<file path="config.mk">
export PLATFORM = sky130hd
export DESIGN_NAME = pipe_stage_fifo
export DESIGN_NICKNAME = d
export VERILOG_FILES = /design/src/rtl/pipe_stage_fifo.sv
export SDC_FILE = /design/constraint.sdc
export NUM_CORES = 1
export LEC_CHECK = 0
export ABC_AREA = 0
export CAP_MARGIN = 10
export CORE_MARGIN = 3
export CORE_UTILIZATION = 44
export DETAILED_ROUTE_END_ITERATION = 12
export HOLD_SLACK_MARGIN = 0.1
export PLACE_DENSITY_LB_ADDON = 0.2
export REMOVE_ABC_BUFFERS = 1
export SKIP_CTS_REPAIR_TIMING = 1
export SYNTH_ARGS = -nofsm -noshare
export SYNTH_HDL_FRONTEND = slang
export SYNTH_SLANG_ARGS = --single-unit
</file>
<file path="constraint.sdc">
create_clock -name clk -period 1.5 [get_ports clk]
set_input_delay 0.225 -clock clk [delete_from_list [all_inputs] [get_ports clk]]
set_output_delay 0.225 -clock clk [all_outputs]
set_load 0.005 [all_outputs]
</file>
<file path="src/rtl/pipe_stage_fifo.sv">
// pipe_stage_fifo: valid/ready buffer placed between two pipeline stages.
// Holds up to DEPTH payloads in strict FIFO order. data_out is always taken
// from a register (no fall-through), so a push is visible one cycle later.
// A flush empties the buffer in one cycle and blocks both handshakes while
// it is high. PASS=1 lets a full buffer accept a new payload in the same
// cycle that the consumer takes the head entry.
module pipe_stage_fifo #(
    parameter int DATA_W = 32,
    parameter int DEPTH  = 2,
    parameter int PASS   = 0
) (
    input  logic                       clk,
    input  logic                       rst,
    input  logic                       flush,
    input  logic                       valid_in,
    output logic                       ready_out,
    input  logic [DATA_W-1:0]          data_in,
    output logic                       valid_out,
    input  logic                       ready_in,
    output logic [DATA_W-1:0]          data_out,
    output logic [$clog2(DEPTH+1)-1:0] count,
    output logic                       full,
    output logic                       empty
);

    localparam int CNT_W = $clog2(DEPTH + 1);
    localparam int PTR_W = (DEPTH > 1) ? $clog2(DEPTH) : 1;
    localparam logic [PTR_W-1:0] LAST_PTR = PTR_W'(DEPTH - 1);
    localparam logic [CNT_W-1:0] FULL_CNT = CNT_W'(DEPTH);
    localparam logic             PASS_EN  = (PASS != 0);

    logic [DATA_W-1:0] mem [DEPTH];
    logic [PTR_W-1:0]  wr_ptr;
    logic [PTR_W-1:0]  rd_ptr;
    logic              push;
    logic              pop;

    assign full  = (count == FULL_CNT);
    assign empty = (count == '0);

    // While flushing neither handshake may complete. With PASS=1 a full
    // buffer still accepts when the head is leaving in the same cycle.
    assign ready_out = !flush && (!full || (PASS_EN && ready_in));
    assign valid_out = !empty && !flush;
    assign data_out  = mem[rd_ptr];

    assign push = valid_in && ready_out;
    assign pop  = valid_out && ready_in;

    // Payload storage; cleared on reset so data_out reads zero while in reset.
    always_ff @(posedge clk or negedge rst) begin
        if (!rst) begin
            for (int i = 0; i < DEPTH; i++) begin
                mem[i] <= '0;
            end
        end else if (push) begin
            mem[wr_ptr] <= data_in;
        end
    end

    // Pointer and occupancy tracking; flush returns everything to empty.
    always_ff @(posedge clk or negedge rst) begin
        if (!rst) begin
            wr_ptr <= '0;
            rd_ptr <= '0;
            count  <= '0;
        end else if (flush) begin
            wr_ptr <= '0;
            rd_ptr <= '0;
            count  <= '0;
        end else begin
            if (push) begin
                wr_ptr <= (wr_ptr == LAST_PTR) ? '0 : wr_ptr + 1'b1;
            end
            if (pop) begin
                rd_ptr <= (rd_ptr == LAST_PTR) ? '0 : rd_ptr + 1'b1;
            end
            case ({push, pop})
                2'b10:   count <= count + 1'b1;
                2'b01:   count <= count - 1'b1;
                default: count <= count;
            endcase
        end
    end

endmodule

</file>
==> results of run 1 <==
[flip-flops by register name (all words and copies together) (netlist names)]
name    count
wr_ptr      1
mem        64
count       2
rd_ptr      1
[logic make-up (layout without fill, tap and decap cells)]
logic type | after synthesis | in the layout | synth area share
xor gates and xnor gates | 1 | 1 | 0.00292
muxes | 97 | 97 | 0.364
DFF | 68 | 68 | 0.567
and+or+nand+nor | 11 | 11 | 0.0263
AOI/OAI and AO/OA | 8 | 8 | 0.0150
buffers and inverters | 13 | 115 | 0.0250
[routing by layer]
metal | part of all wire | track usage | vias up
li1 | - | - | 910
met1 | 0.44 | 0.205 | 984
met2 | 0.50 | 0.268 | 48
met3 | 0.047 | 0.0605 | 7
met4 | 0.0092 | 0.0453 | 0
met5 | 0 | 0 | -
[synth_stat cells (all sizes together), types with 2 or more instances]
master,count,share of area
mux2,96,0.36
inv,2,0.0025
clkbuf,5,0.0063
a21oi,4,0.0067
o21ai,2,0.0033
nor2,4,0.0050
dfrtp,68,0.57
buf,6,0.016
[metrics by stage]
| stage | total power, mW | instance area (um^2) | worst slack [ns] |
|---|---|---|---|
| 2_1_floorplan | 3.19 | 2930 | -0.751 |
| 3_3_place_gp | 3.94 | 3910 | -0.314 |
| 3_5_place_dp | 4.00 | 3910 | -0.341 |
| 4_1_cts | 5.26 | 4070 | -0.538 |
| 5_1_grt | 5.60 | 4350 | -0.329 |
| 6_report | 5.29 | 4350 | -0.272 |
[where the power goes]
| group | switching [mW] | total, mW | internal [mW] |
|---|---|---|---|
| sequential | 0.217 | 2.49 | 2.27 |
| clock | 0.639 | 1.26 | 0.619 |
| combinational | 0.503 | 1.54 | 1.04 |
[layout make-up]
type                    count  share of cell area
well taps                  77              0.0222
repair buffers             99               0.231
clock buffers              11              0.0325
flip-flops and latches     68               0.392
multi-input cells         117               0.317
clock inverters             3             0.00346
inverters                   2             0.00230
[worst min path at each step]
| stage | end | start | slack (ns) | depth (start not counted) |
|---|---|---|---|---|
| finish | rd_ptr$_DFFE_PN0P_ | flush | 0.30 | 3 |
| detailed placement | mem[31]$_DFFE_PN0P_ | rst | 0.27 | 2 |
| CTS | mem[31]$_DFFE_PN0P_ | rst | -0.09 | 2 |
| floorplan | count[0]$_DFFE_PN0P_ | rst | -0.07 | 0 |
| global route | wr_ptr$_DFFE_PN0P_ | flush | 0.31 | 3 |
| global placement | mem[31]$_DFFE_PN0P_ | rst | 0.28 | 2 |
[critical path, delay by kind of cell, from the launching register on]
kind	cells	cell delay, ns
buffers and inverters	4	0.55
flip-flops	1	0.42
multiplexers	1	0.25
==> impl_metrics.tcl, run 1 <==
set metrics [dict create \
    final_cell_mix "67 x dfrtp_1, 58 x mux2_2, 38 x mux2_4" \
    critPathCaptureType "output port" \
    power.leakage_nw 2.08 \
    cts_tree "built" \
    placed_cells 349 \
    cts_buffers 9 \
    ant_nets 0 \
    ys_warn_count 0 \
    area_growth_pct 44.8 \
    async_flop_share 1.00 \
    status "complete, but fails checks" \
    cts_buffer_depth 2 \
    fin_util 0.669 \
    cp_data_required_time_ns 1.27 \
    timing.slew.headroom 0.761 \
    layout_commonest_cell "dfrtp_1" \
    ys_seq_area_frac 0.567 \
    diodes 0 \
    hpwlAfterDp_mm 3.87 \
    die_x_um 88.6 \
    core.rowCount 29 \
    cts_root_buf "clkbuf_8" \
    cpPeakStageDelay_ns 0.42 \
    multiInputGateArea_um2 1380 \
    finalHoldViolations 0 \
    wire_per_inst_um 18.5 \
    seqCellArea_um2 1700 \
    die_y_um 88.6 \
    critPathSlowestCell "dfrtp_2" \
    vias 1949 \
    crit_fanout 7 \
    timing.final.crit_share 1.18 \
    start_util 0.462 \
    place.port_buffers 74 \
    arrival_ns 1.55 \
    drive_gt1_frac 0.560 \
    nFillCells 482 \
    dr.pass1.iters 4 \
    nNetsFinal 334 \
    netlist_instances 198 \
    drcViolationCount 0 \
    antenna_found_initial 0 \
    via_per_inst 5.17 \
    reg2reg_slack_ns -0.13 \
    worstMarginPinSlew_ns 0.358 \
    failed_checks "negative setup slack" \
    hold_class "in2reg" \
    core_area_um2 6490 \
    grt_pass1_wl_mm 9.76 \
    ir_drop_mv 0.786 \
    drv_cap 0 \
    crit_path_end "data_out[29]" \
    skew_ns 0.00657 \
    grt_use_total 0.164 \
    fin_tns_setup_ns -8.73 \
    slew_violations 0 \
    ios 75 \
    clock_sinks 68 \
    fin_ws_ns -0.272 \
    first_global_vias 2040 \
    hold_ws_ns 0.298 \
    finalWirelength_mm 6.99 \
    worstReg2RegEnd "mem[32]$_DFFE_PN0P_" \
    rsz0062_at_grt "yes" \
    drt_iter0_drc 43 \
    synth.avg_cell_area_um2 15.2 \
    synth_enable_flop_cells 0 \
    gp_congestion 0.765 \
    grt_max_degree 69 \
    gr-total-overflow 0 \
    p_per_area_nw_per_um2 1220 \
    path_clk_slew_ns 0.07 \
    fmax_mhz 564 \
    synth.distinct_cells 22 \
    ys_seq_elements 68 \
    crit_chain "buf_12, clkbuf_16, buf_4, mux2_2, clkbuf_2" \
    regToRegStartpoint "count[1]$_DFFE_PN0P_" \
    synth_flop_cell "dfrtp_1" \
    syn_area_um2 3000 \
    fin_cells 377 \
    dieArea_um2 7850 \
    post-route-min-period_ns 1.77 \
    path_class "reg2out" \
    ctsHtreeMaxLevel 3 \
    start_kind "register" \
    setup_viol 64 \
    clock_latency_ns 0.33 \
    startpoint "rd_ptr$_DFFE_PN0P_" \
    rr_worst_depth 7 \
]
No activity file was read; power rests on OpenSTA's default activity.
==> inputs of run 2 (changes only) <==
--- a/config.mk
+++ b/config.mk
@@ -17,3 +17,4 @@
 export SYNTH_ARGS = -nofsm -noshare
 export SYNTH_HDL_FRONTEND = slang
 export SYNTH_SLANG_ARGS = --single-unit
+export TNS_END_PERCENT = 1
==> impl_metrics.tcl, run 2 (synthesis gave the netlist of run 1 again) <==
set metrics [dict create \
    status "complete, but fails checks" \
    failed_checks "negative setup slack" \
    grt_pass1_wl_mm 9.76 \
    area_growth_pct 38.6 \
    hold_ws_ns 0.293 \
    nFillCells 512 \
    clock_latency_ns 0.33 \
    drv_cap 0 \
    hp-start "flush" \
    crit_chain "buf_12, clkbuf_16, buf_4, mux2_2, clkbuf_2" \
    startpoint "rd_ptr$_DFFE_PN0P_" \
    path_clk_slew_ns 0.07 \
    fmax_mhz 567 \
    fin_cells 373 \
    start_util 0.462 \
    cts_buffers 9 \
    largest-register "mem" \
    slew_violations 0 \
    place.port_buffers 74 \
    ctsHtreeMaxLevel 3 \
    critPathSlowestCell "dfrtp_2" \
    start_kind "register" \
    die_x_um 88.6 \
    gr-total-overflow 0 \
    finalHoldViolations 0 \
    ir_drop_mv 0.788 \
    critPathCaptureType "output port" \
    first_global_vias 2040 \
    skew_ns 0.00560 \
    timing.final.crit_share 1.18 \
    path_class "reg2out" \
    cts_tree "built" \
    final_cell_mix "93 x mux2_2, 67 x dfrtp_1, 36 x clkdlybuf4s50_1" \
    timing.slew.headroom 0.761 \
    placed_cells 349 \
    hpwlAfterDp_mm 3.87 \
    largest_reg_flops 64 \
    core_area_um2 6490 \
    clock_sinks 68 \
    core.rowCount 29 \
    power.leakage_nw 1.94 \
    fin_ws_ns -0.263 \
    grt_use_total 0.164 \
    regToRegStartpoint "count[1]$_DFFE_PN0P_" \
    diodes 0 \
    ant_nets 0 \
    arrival_ns 1.54 \
    ios 75 \
    dr.pass1.iters 4 \
    layout_commonest_cell "mux2_2" \
    vias 1927 \
    drt_iter0_drc 40 \
    setup_viol 66 \
    wire_per_inst_um 16.7 \
    cp_data_required_time_ns 1.27 \
    rsz0062_at_grt "yes" \
    dieArea_um2 7850 \
    finalWirelength_mm 6.24 \
    nNetsFinal 330 \
    post-route-min-period_ns 1.76 \
    grt_max_degree 69 \
    worstMarginPinSlew_ns 0.359 \
    p_per_area_nw_per_um2 1220 \
    cts_buffer_depth 2 \
    cts_root_buf "clkbuf_8" \
    crit_fanout 7 \
    drcViolationCount 0 \
    cpPeakStageDelay_ns 0.41 \
    hold_class "in2reg" \
    reg_top3 "mem x64, count x2" \
    antenna_found_initial 0 \
    drive_gt1_frac 0.527 \
    via_per_inst 5.17 \
    gp_congestion 0.765 \
    die_y_um 88.6 \
]
-- run 2: cell count changes in the layout (fill, tap and decap cells not counted) --
cell,change
buf_12,-1
buf_4,+1
buf_6,-2
clkbuf_16,-2
clkbuf_2,-6
clkdlybuf4s50_1,+2
dlymetal6s2s_1,+4
inv_2,+1
inv_4,-1
mux2_1,+2
mux2_2,+35
mux2_4,-37
-- run 2: where the power goes --
part           total, mW  switching, mW  internal [mW]
registers           2.47          0.198           2.27
logic               1.38          0.462          0.916
clock network       1.24          0.627          0.618
-- run 2: worst paths after layout --
path,endpoint,slack [ns],cells after the start
max,data_out[29],-0.26,5
min reg2reg,mem[16]$_DFFE_PN0P_,0.50,1
max reg2reg,mem[33]$_DFFE_PN0P_,-0.11,6
min in group asynchronous,mem[63]$_DFFE_PN0P_,0.44,3
min,rd_ptr$_DFFE_PN0P_,0.29,3
max in group asynchronous,rd_ptr$_DFFE_PN0P_,0.76,3
-- run 2: critical path, delay by kind of cell (launching register included) --
family	cells	cell delay [ns]
buf+inv	4	0.55
flops	1	0.41
mux	1	0.25
-- run 2: routing by layer --
layer  vias to the layer above  track usage  wire length, um
met5                         -            0                0
met4                         0       0.0453               64
met3                         7       0.0605              337
met2                        45        0.268             3160
met1                       974        0.205             2670
li1                        901            -                -
-- run 2: metrics by stage --
stage / worst slack, ns / util / area, um^2 / setup TNS [ns] / power [mW]
3_5_place_dp: -0.341 / 0.602 / 3910 / -22.06 / 4.00
3_3_place_gp: -0.314 / 0.602 / 3910 / -20.93 / 3.94
2_1_floorplan: -0.751 / - / 2930 / -51.24 / 3.19
4_1_cts: -0.538 / 0.626 / 4070 / -19.48 / 5.26
6_report: -0.263 / 0.640 / 4160 / -8.51 / 5.09
5_1_grt: -0.324 / 0.640 / 4160 / -12.25 / 5.42
-- run 2: area by class of cell --
type | instances | area [um^2] | share of cell area
sequential | 68 | 1700 | 0.409
multi-input combinational | 117 | 1240 | 0.298
timing repair buffer | 95 | 958 | 0.230
clock buffer | 11 | 141 | 0.0340
tap | 77 | 96.3 | 0.0232
clock inverter | 3 | 15.0 | 0.00361
inverter | 2 | 7.51 | 0.00181
